**src/rtl/alu_mc.sv**
```systemverilog
// alu_mc: WIDTH-bit ALU. Every result is registered behind a start/busy/done handshake.
// Define ALU_MC_MULDIV_EN to build the iterative shift-add multiply and restoring divide/modulo.
module alu_mc #(
  parameter int WIDTH = 16
) (
  input  logic             clk,
  input  logic             reset_n,
  input  logic             start,
  input  logic [3:0]       selector,
  input  logic [WIDTH-1:0] a,
  input  logic [WIDTH-1:0] b,
  output logic [WIDTH-1:0] out,
  output logic             done,
  output logic             busy,
  output logic             zero,
  output logic             div0,
  output logic             illegal
);

  localparam logic [3:0] OP_ADD  = 4'b0000, OP_SUB = 4'b0001, OP_MUL = 4'b0010, OP_DIV = 4'b0011;
  localparam logic [3:0] OP_MOD  = 4'b0100, OP_LAND = 4'b0101, OP_LOR = 4'b0110, OP_LNOT = 4'b0111;
  localparam logic [3:0] OP_INV  = 4'b1000, OP_AND = 4'b1001, OP_OR = 4'b1010, OP_XOR = 4'b1011;
  localparam logic [3:0] OP_SHL  = 4'b1100, OP_SHR = 4'b1101;

  typedef struct packed {
    logic [WIDTH-1:0] value;
    logic             illegal;
  } single_t;

  // Mul/div/mod fall into the illegal default; the multi-cycle build intercepts them first.
  function automatic single_t single_op(input logic [3:0] sel, input logic [WIDTH-1:0] x,
                                        input logic [WIDTH-1:0] y);
    single_t r;
    r.value   = '0;
    r.illegal = 1'b0;
    case (sel)
      OP_ADD:  r.value = x + y;
      OP_SUB:  r.value = x - y;
      OP_LAND: r.value = WIDTH'((x != '0) && (y != '0));
      OP_LOR:  r.value = WIDTH'((x != '0) || (y != '0));
      OP_LNOT: r.value = WIDTH'(x == '0);
      OP_INV:  r.value = ~x;
      OP_AND:  r.value = x & y;
      OP_OR:   r.value = x | y;
      OP_XOR:  r.value = x ^ y;
      OP_SHL:  r.value = {x[WIDTH-2:0], 1'b0};
      OP_SHR:  r.value = {1'b0, x[WIDTH-1:1]};
      default: r.illegal = 1'b1;
    endcase
    return r;
  endfunction

  single_t          sc;
  logic             fin;
  logic [WIDTH-1:0] fin_val;
  logic             fin_div0;
  logic             fin_ill;

  assign sc = single_op(selector, a, b);

`ifdef ALU_MC_MULDIV_EN
  typedef enum logic [1:0] {IDLE, MUL, DIV} state_t;
  localparam int CW = $clog2(WIDTH);

  state_t           state, state_d;
  logic [CW-1:0]    cnt_q, cnt_d;
  // sh: multiplicand / dividend-quotient shifter; mp: multiplier / divisor; acc: product / remainder.
  logic [WIDTH-1:0] sh_q, sh_d, mp_q, mp_d, acc_q, acc_d;
  logic             mod_q, mod_d;
  logic [WIDTH-1:0] mul_acc, rem_n, quot_n;
  logic [WIDTH:0]   rem_sh;
  logic             fits, last;

  assign busy    = (state != IDLE);
  assign last    = (cnt_q == CW'(WIDTH - 1));
  assign mul_acc = acc_q + (mp_q[0] ? sh_q : '0);
  assign rem_sh  = {acc_q, sh_q[WIDTH-1]};
  assign fits    = (rem_sh >= {1'b0, mp_q});
  assign rem_n   = fits ? WIDTH'(rem_sh - {1'b0, mp_q}) : rem_sh[WIDTH-1:0];
  assign quot_n  = {sh_q[WIDTH-2:0], fits};

  always_comb begin
    // NOTE: every signal driven here is defaulted first so no path can infer a latch.
    state_d  = state;
    cnt_d    = cnt_q;
    sh_d     = sh_q;
    mp_d     = mp_q;
    acc_d    = acc_q;
    mod_d    = mod_q;
    fin      = 1'b0;
    fin_val  = '0;
    fin_div0 = 1'b0;
    fin_ill  = 1'b0;
    case (state)
      IDLE: if (start) begin
        cnt_d = '0;
        sh_d  = a;
        mp_d  = b;
        acc_d = '0;
        mod_d = (selector == OP_MOD);
        if (selector == OP_MUL) begin
          state_d = MUL;
        end else if (selector == OP_DIV || selector == OP_MOD) begin
          if (b == '0) begin
            fin      = 1'b1;
            fin_div0 = 1'b1;
            fin_val  = (selector == OP_DIV) ? '1 : a;
          end else begin
            state_d = DIV;
          end
        end else begin
          fin     = 1'b1;
          fin_val = sc.value;
          fin_ill = sc.illegal;
        end
      end
      MUL: begin
        acc_d = mul_acc;
        sh_d  = sh_q << 1;
        mp_d  = mp_q >> 1;
        cnt_d = last ? '0 : cnt_q + CW'(1);
        if (last) begin
          state_d = IDLE;
          fin     = 1'b1;
          fin_val = mul_acc;
        end
      end
      DIV: begin
        acc_d = rem_n;
        sh_d  = quot_n;
        cnt_d = last ? '0 : cnt_q + CW'(1);
        if (last) begin
          state_d = IDLE;
          fin     = 1'b1;
          fin_val = mod_q ? rem_n : quot_n;
        end
      end
      default: state_d = IDLE;
    endcase
  end

  always_ff @(posedge clk or negedge reset_n) begin
    if (!reset_n) begin
      state <= IDLE;
      cnt_q <= '0;
      sh_q  <= '0;
      mp_q  <= '0;
      acc_q <= '0;
      mod_q <= 1'b0;
    end else begin
      // NOTE: non-blocking assignments so every register samples pre-edge values.
      state <= state_d;
      cnt_q <= cnt_d;
      sh_q  <= sh_d;
      mp_q  <= mp_d;
      acc_q <= acc_d;
      mod_q <= mod_d;
    end
  end
`else
  assign busy = 1'b0;

  always_comb begin
    fin      = start;
    fin_val  = sc.value;
    fin_div0 = 1'b0;
    fin_ill  = sc.illegal;
  end
`endif

  // Result and flags change only on a done; done itself is a one-cycle pulse.
  always_ff @(posedge clk or negedge reset_n) begin
    if (!reset_n) begin
      out     <= '0;
      done    <= 1'b0;
      zero    <= 1'b0;
      div0    <= 1'b0;
      illegal <= 1'b0;
    end else begin
      done <= fin;
      if (fin) begin
        out     <= fin_val;
        zero    <= (fin_val == '0);
        div0    <= fin_div0;
        illegal <= fin_ill;
      end
    end
  end

endmodule

```
**config.mk**
```make
export PLATFORM = sky130hd
export DESIGN_NAME = alu_mc
export DESIGN_NICKNAME = d
export VERILOG_FILES = /design/src/rtl/alu_mc.sv
export SDC_FILE = /design/constraint.sdc
export NUM_CORES = 1
export LEC_CHECK = 0
export CORE_ASPECT_RATIO = 1.4
export CORE_MARGIN = 10
export CORE_UTILIZATION = 35
export CTS_CLUSTER_DIAMETER = 120
export DETAILED_ROUTE_END_ITERATION = 16
export GPL_ROUTABILITY_DRIVEN = 1
export GPL_TIMING_DRIVEN = 0
export SYNTH_ARGS = -nofsm -noshare
export SYNTH_HDL_FRONTEND = slang
export SYNTH_SLANG_ARGS = --single-unit
```
**constraint.sdc**
```tcl
create_clock -name clk -period 2.1 [get_ports clk]
set_input_delay 0.21 -clock clk [delete_from_list [all_inputs] [get_ports clk]]
set_output_delay 0.21 -clock clk [all_outputs]
set_load 0.02 [all_outputs]
```
==> metrics.yaml, run 1 <==
placed_design:
  io_buffers: 56
  routabilityCongestion: 0.947
  placed_area_um2: 4110
  dpl.hpwl_mm: 9.45
synth:
  muxShareOfSynthArea_pct: 9.36
  ys_seq_area_share_pct: 14.3
  synth_compound_area_share_pct: 24.8
  yosys.area.top_type_share_pct: 18.1
  synth.area.top_cells: "ha_1 (18%), dfrtp_1 (14%), a21oi_1 (5.3%), xnor2_1 (5.0%), nor2_1 (5.0%)"
  yosysMostFrequentCell: "ha_1"
  ys_types: 71
  synth_top_family_by_area: "compound AO/OA/AOI/OAI gates"
  netlist_area_um2: 3320
  synth_area_per_cell_um2: 7.89
  synth-simple-area-share_pct: 20.3
  yosysWarnings: 0
  synth_edf_count: 0
  synth_common_cells: "ha_1 (48), nor2_1 (44), inv_1 (37), a21oi_1 (35), nand2_1 (27)"
  synth-xor-area-share_pct: 5.55
  synth_seq_cells: 19
  yosysTopAreaCell: "ha_1"
  ys.flop_type: "dfrtp_1"
  async_reset_ff_share_pct: 100
  synth_fa_ha_area_share_pct: 18.7
  syn_inst: 420
sta:
  hold_viol_final: 0
  fin_crit_sh_pct: 150
  rsz0062_at_grt: "true"
  layout_setup_ws_ns: -1.05
  finalMaxSlewViolations: 0
  min_period_ns: 3.15
  tns_ns: -8.55
  slew_headroom_pct: 44.9
  tightest_slew_ns: 0.824
  clock_skew_ns: 0
  finalSetupViolCount: 15
  timing.fmax_mhz: 318
power_and_ir_drop:
  power_mw: 2.08
  p_seq_share_pct: 21.0
  p_leak_nw: 2.19
  power_frac_clock_pct: 18.2
  p_sw_share_pct: 39.4
  combPwrFrac_pct: 60.8
  power_switching_uw: 820
  p_int_mw: 1.26
  p_per_area_nw_per_um2: 429
  ir_drop_mv: 0.250
floorplanning:
  coreArea_um2: 9350
  die_w_um: 102
  ioPinCount: 60
  die-area_um2: 13800
  core.rowCount: 42
  start_util_pct: 35.4
  dieHeight_um: 135
critical_path:
  path_max_fanout: 6
  rr_startpoint: "out[6]"
  cp.required_ns: 2.23
  arrival_ns: 3.28
  end_kind: "flip-flop"
  crit_type: "in -> reg"
  critPathLaunchType: "primary input"
  cp-startpoint: "selector[1]"
run:
  drv_cap: 0
grt:
  track_usage_pct: 17.4
  grt_pass1_vias: 3813
  antenna_found_initial: 0
  gr-total-overflow: 0
  grt_first_pass_wirelength_mm: 19.5
  grt_max_degree: 20
routing:
  firstDrtPassIters: 4
  routed_wl_mm: 12.2
  via_count: 3610
  wl_per_cell_um: 19.5
  first_iter_violations: 183
  antenna_left: 0
  viasPerCell: 5.78
  drc: 0
clock_tree:
  cts_tree: "done"
  clock-sinks: 19
  htree_levels: 1
  ctsHoldBuffers: 0
  cts_buffers: 3
  insertion_delay_ns: 0.24
  clkSlewWorstSetupHoldPaths_ns: 0.05
  cts_buffer_depth: 2
  cts_root_buf: "clkbuf_16"
min_path:
  hold_path.class: "in -> async"
layout:
  final_area_um2: 4840
  drive_above_1_share_pct: 28.2
  final_nets: 604
  areaGrowthSynthToFinish_pct: 46.1
  num_antenna_cells: 0
run_status:
  status: "finished, violations left"
  failed_checks: "setup timing"
==> flip-flops by register name (all words and copies together) (netlist names) <==
signal   cells
zero         1
done         1
illegal      1
out         16
==> worst paths after layout <==
check                                to  slack (ns)  cells past startpoint
max in group asynchronous        out[2]        1.15                      1
worst min register to register  out[13]        0.50                      1
worst min-delay path            out[14]        0.44                      1
worst max register to register   out[6]        1.33                      1
worst max-delay path               zero       -1.05                     16
min in group clk                out[13]        0.50                      1
==> critical path: stages <==
cell       delay [ns]
buf_12           0.10
or3_4            0.40
clkbuf_16        0.16
nor2_4           0.16
a31oi_1          0.07
xnor2_1          0.21
ha_2             0.32
o211a_1          0.14
a211oi_4         0.24
buf_6            0.16
a2111oi_4        0.05
o31a_1           0.28
o31ai_2          0.24
nor4_1           0.07
and4_1           0.21
a32o_2           0.26
==> cells by family (layout without fill, tap and decap cells) <==
kind of cell    Yosys count  after routing
mux                      24             24
simple gates            132            132
flops                    19             19
fa+ha+maj                49             49
xor+xnor                 21             21
compound gates          118            118
other cells               1              2
buf+inv                  56            150
==> cells in the final DEF (no fill, tap or decap), types with 13 or more instances in the layout <==
| cell | n |
|---|---|
| ha_1 | 40 |
| buf_4 | 35 |
| xnor2_1 | 16 |
| dfrtp_1 | 19 |
| nor2_1 | 41 |
| nand2_1 | 24 |
| a21oi_1 | 28 |
| clkdlybuf4s50_1 | 26 |
| inv_1 | 35 |
| mux2i_1 | 13 |
==> layer usage <==
| layer | share of wire, % | routed length [µm] | GRT usage, % | up-vias |
|---|---|---|---|---|
| met5 | 0 | 0 | 0 | - |
| met4 | 3.4 | 412 | 6.60 | 0 |
| met3 | 5.7 | 690 | 2.50 | 34 |
| met2 | 52 | 6330 | 32.3 | 123 |
| met1 | 39 | 4760 | 19.3 | 1733 |
| li1 | - | - | - | 1720 |
==> final cells by class <==
| cell class | count | area (µm²) |
|---|---|---|
| flip-flops and latches | 19 | 475 |
| plain buffers | 18 | 153 |
| clock buffers | 4 | 78.8 |
| multi-input cells | 346 | 3050 |
| inverters | 38 | 143 |
| repair buffers | 90 | 803 |
| well taps | 110 | 138 |
| fillers | 925 | 4510 |
==> stage by stage <==
stage	instances	utilization (%)	setup WS (ns)	hold slack, ns
after floorplan	421	-	-1.11	-0.0856
final	625	51.8	-1.05	0.441
after detailed placement	587	43.9	-2.34	0.497
after global routing	625	51.8	-1.19	0.503
after CTS	622	50.8	-1.07	0.478
after global placement	587	43.9	-2.37	0.476
==> power groups by stage <==
| stage | registers [mW] | clock network, mW | logic (mW) |
|---|---|---|---|
| detailed placement | 0.444 | 0 | 1.03 |
| floorplan | 0.499 | 0 | 0.598 |
| CTS | 0.438 | 0.385 | 1.22 |
| global placement | 0.442 | 0 | 1.02 |
| finish | 0.436 | 0.379 | 1.26 |
| global route | 0.443 | 0.411 | 1.36 |
==> repair_timing <==
item,CTS,global route
gates resized for setup,128,20
buffers inserted,31,3
pin swaps,58,13
setup endpoints to repair,18,17
Note: power is estimated with default switching activity, not from simulation.
==> run 2: changes to the inputs <==
Settings changed: TNS_END_PERCENT set to 20.
==> run 2 against run 1 <==
  * The flow still finishes with violations (setup timing)
  * Total power fell by 3.1%
  * Hold slack improved by 0.0027 ns
  * Clock skew did not move
  * Combinational power fell by 5%
  * Register-to-register slack barely moved
  * Critical path depth fell by 1
  * Die area did not move
  * Non-clock buffer count fell by 11
  * Clock-buffer cell count did not move
  * Critical path type unchanged
  * Critical endpoint unchanged
  * Largest power group unchanged
==> metrics.yaml, run 2 (synthesis results as in run 1) <==
run_status:
  status: "finished, violations left"
  failed_checks: "setup timing"
sta:
  rsz0062_at_grt: "true"
  finalSetupViolCount: 16  # +1
  clock_skew_ns: 0  # unchanged
  fin_crit_sh_pct: 152  # +2.6 points
  layout_setup_ws_ns: -1.10  # -0.0552 ns
  min_period_ns: 3.20  # +0.0552 ns
  tightest_slew_ns: 0.833  # +0.00869 ns
  timing.fmax_mhz: 312  # -1.7%
  whs_ns: 0.444  # +0.00265 ns
  finalMaxSlewViolations: 0  # unchanged
  hold_viol_final: 0  # unchanged
  slew_headroom_pct: 44.3  # -0.58 points
layout:
  mostFrequentLayoutCells: "clkdlybuf4s50_1 (45), ha_1 (43), nor2_1 (40), inv_1 (35), a21oi_1 (31)"
  num_antenna_cells: 0  # unchanged
  largest_register_ffs: 16  # unchanged
  areaGrowthSynthToFinish_pct: 38.7
  final_nets: 593  # -1.8%
  mostFrequentLayoutCell: "clkdlybuf4s50_1"
  drive_above_1_share_pct: 21.4  # -6.7 points
  regMostFlops: "out"
  final_cells: 614  # -1.8%
grt:
  track_usage_pct: 16.9  # -0.55 points
  grt_first_pass_wirelength_mm: 18.9  # -3.1%
  grt_max_degree: 20  # unchanged
  grt_util_met1_pct: 19.6  # +0.37 points
  antenna_found_initial: 0  # unchanged
  grt_pass1_vias: 3664  # -3.9%
  grtUsageMet3_pct: 2.25  # -0.26 points
  gr-total-overflow: 0  # unchanged
  use_met2_pct: 30.6  # -1.7 points
  grt-busiest-layer: "met2"
critical_path:
  arrival_ns: 3.34  # +0.06 ns
  critPathLaunchType: "primary input"
  path_max_fanout: 6  # unchanged
  reg2reg_depth: 1  # unchanged
  rr_startpoint: "out[10]"
  crit_type: "in -> reg"
  reg2reg_slack_ns: 1.33  # about the same
  cp.required_ns: 2.24  # about the same
  cp-startpoint: "selector[3]"
  end_kind: "flip-flop"
routing:
  wl_per_cell_um: 19.2  # -1.7%
  via_count: 3514  # -2.7%
  first_iter_violations: 265  # +45%
  viasPerCell: 5.72  # -0.92%
  routed_wl_mm: 11.8  # -3.5%
  firstDrtPassIters: 6  # +2
  drc: 0  # unchanged
  antenna_left: 0  # unchanged
placed_design:
  routabilityCongestion: 0.941  # -0.62%
  io_buffers: 56  # unchanged
  post-place-ws_ns: -2.54  # -0.203 ns
  placed_cells: 587  # unchanged
  dpl.hpwl_mm: 9.23  # -2.3%
floorplanning:
  ioPinCount: 60  # unchanged
  core.rowCount: 42  # unchanged
  die_w_um: 102  # unchanged
  coreArea_um2: 9350  # unchanged
  die-area_um2: 13800  # unchanged
  dieHeight_um: 135  # unchanged
  start_util_pct: 35.4  # unchanged
clock_tree:
  htree_levels: 1  # unchanged
  clock-sinks: 19  # unchanged
  insertion_delay_ns: 0.25  # about the same
  cts_buffer_depth: 2  # unchanged
  clkSlewWorstSetupHoldPaths_ns: 0.05  # about the same
  cts_tree: "done"
  cts_root_buf: "clkbuf_16"
  cts_buffers: 3  # unchanged
power_and_ir_drop:
  power_frac_clock_pct: 18.9  # +0.7 points
  p_sw_share_pct: 39.4  # -0.065 points
  p_per_area_nw_per_um2: 438  # +2.0%
  p_seq_share_pct: 21.7  # +0.7 points
  ir_drop_mv: 0.273  # +9.4%
  p_int_mw: 1.22  # -3.0%
  power_switching_uw: 793  # -3.3%
  combPwrFrac_pct: 59.4  # -1.4 points
  p_leak_nw: 1.99  # -8.9%
run:
  drv_cap: 0  # unchanged
min_path:
  hold_path.class: "in -> async"
run 2: path summary, 6_finish.rpt:
kind	endpoint
worst max register to register	out[10]
worst min-delay path	out[15]
worst min register to register	out[2]
max in group asynchronous	done
min in group clk	out[2]
worst max-delay path	zero
run 2: layout make-up:
| cell class | count | area, µm² |
|---|---|---|
| Fill cell | 988 | 4750 |
| Multi-Input combinational cell | 346 | 2920 |
| Timing Repair Buffer | 79 | 713 |
| Sequential cell | 19 | 475 |
| Inverter | 38 | 143 |
| Tap cell | 110 | 138 |
| Buffer | 18 | 135 |
| Clock buffer | 4 | 78.8 |
run 2: power by group through the flow:
stage / clock [mW] / combinational (mW) / sequential, mW
final: 0.381 / 1.20 / 0.437
after detailed placement: 0 / 1.01 / 0.444
after global placement: 0 / 0.998 / 0.442
after global routing: 0.407 / 1.30 / 0.443
after CTS: 0.391 / 1.15 / 0.438
after floorplan: 0 / 0.578 / 0.499
run 2: per-stage QoR:
stage	cell area (µm²)	utilization (%)	total power [mW]	TNS (ns)
after global placement	4060	43.4	1.44	-31.89
final	4600	49.2	2.01	-10.03
after CTS	4540	48.5	1.98	-9.05
after floorplan	3360	-	1.08	-9.34
after detailed placement	4060	43.4	1.45	-31.90
after global routing	4600	49.2	2.15	-12.19
run 2: layer usage:
metal / vias up / share of wire, %
li1: 1702 / -
met1: 1661 / 40
met2: 131 / 52
met3: 20 / 6.1
met4: 0 / 2.1
met5: - / 0
run 2: worst max-delay path, stage by stage:
cell	delay (ns)
buf_8	0.10
or3_4	0.41
clkbuf_16	0.17
nor2_4	0.22
nor2_2	0.07
xnor2_1	0.17
ha_2	0.33
a211oi_4	0.31
o21a_1	0.23
o211ai_1	0.17
a31oi_1	0.22
mux2i_1	0.22
a21oi_1	0.11
and2_1	0.14
a32o_2	0.25
run 2: repair_timing:
item / CTS / global route
hold buffers: 0 / 0
gates resized for setup: 91 / 9
pin swaps: 43 / 19
endpoints found under the setup margin: 18 / 17
buffers inserted: 20 / 3
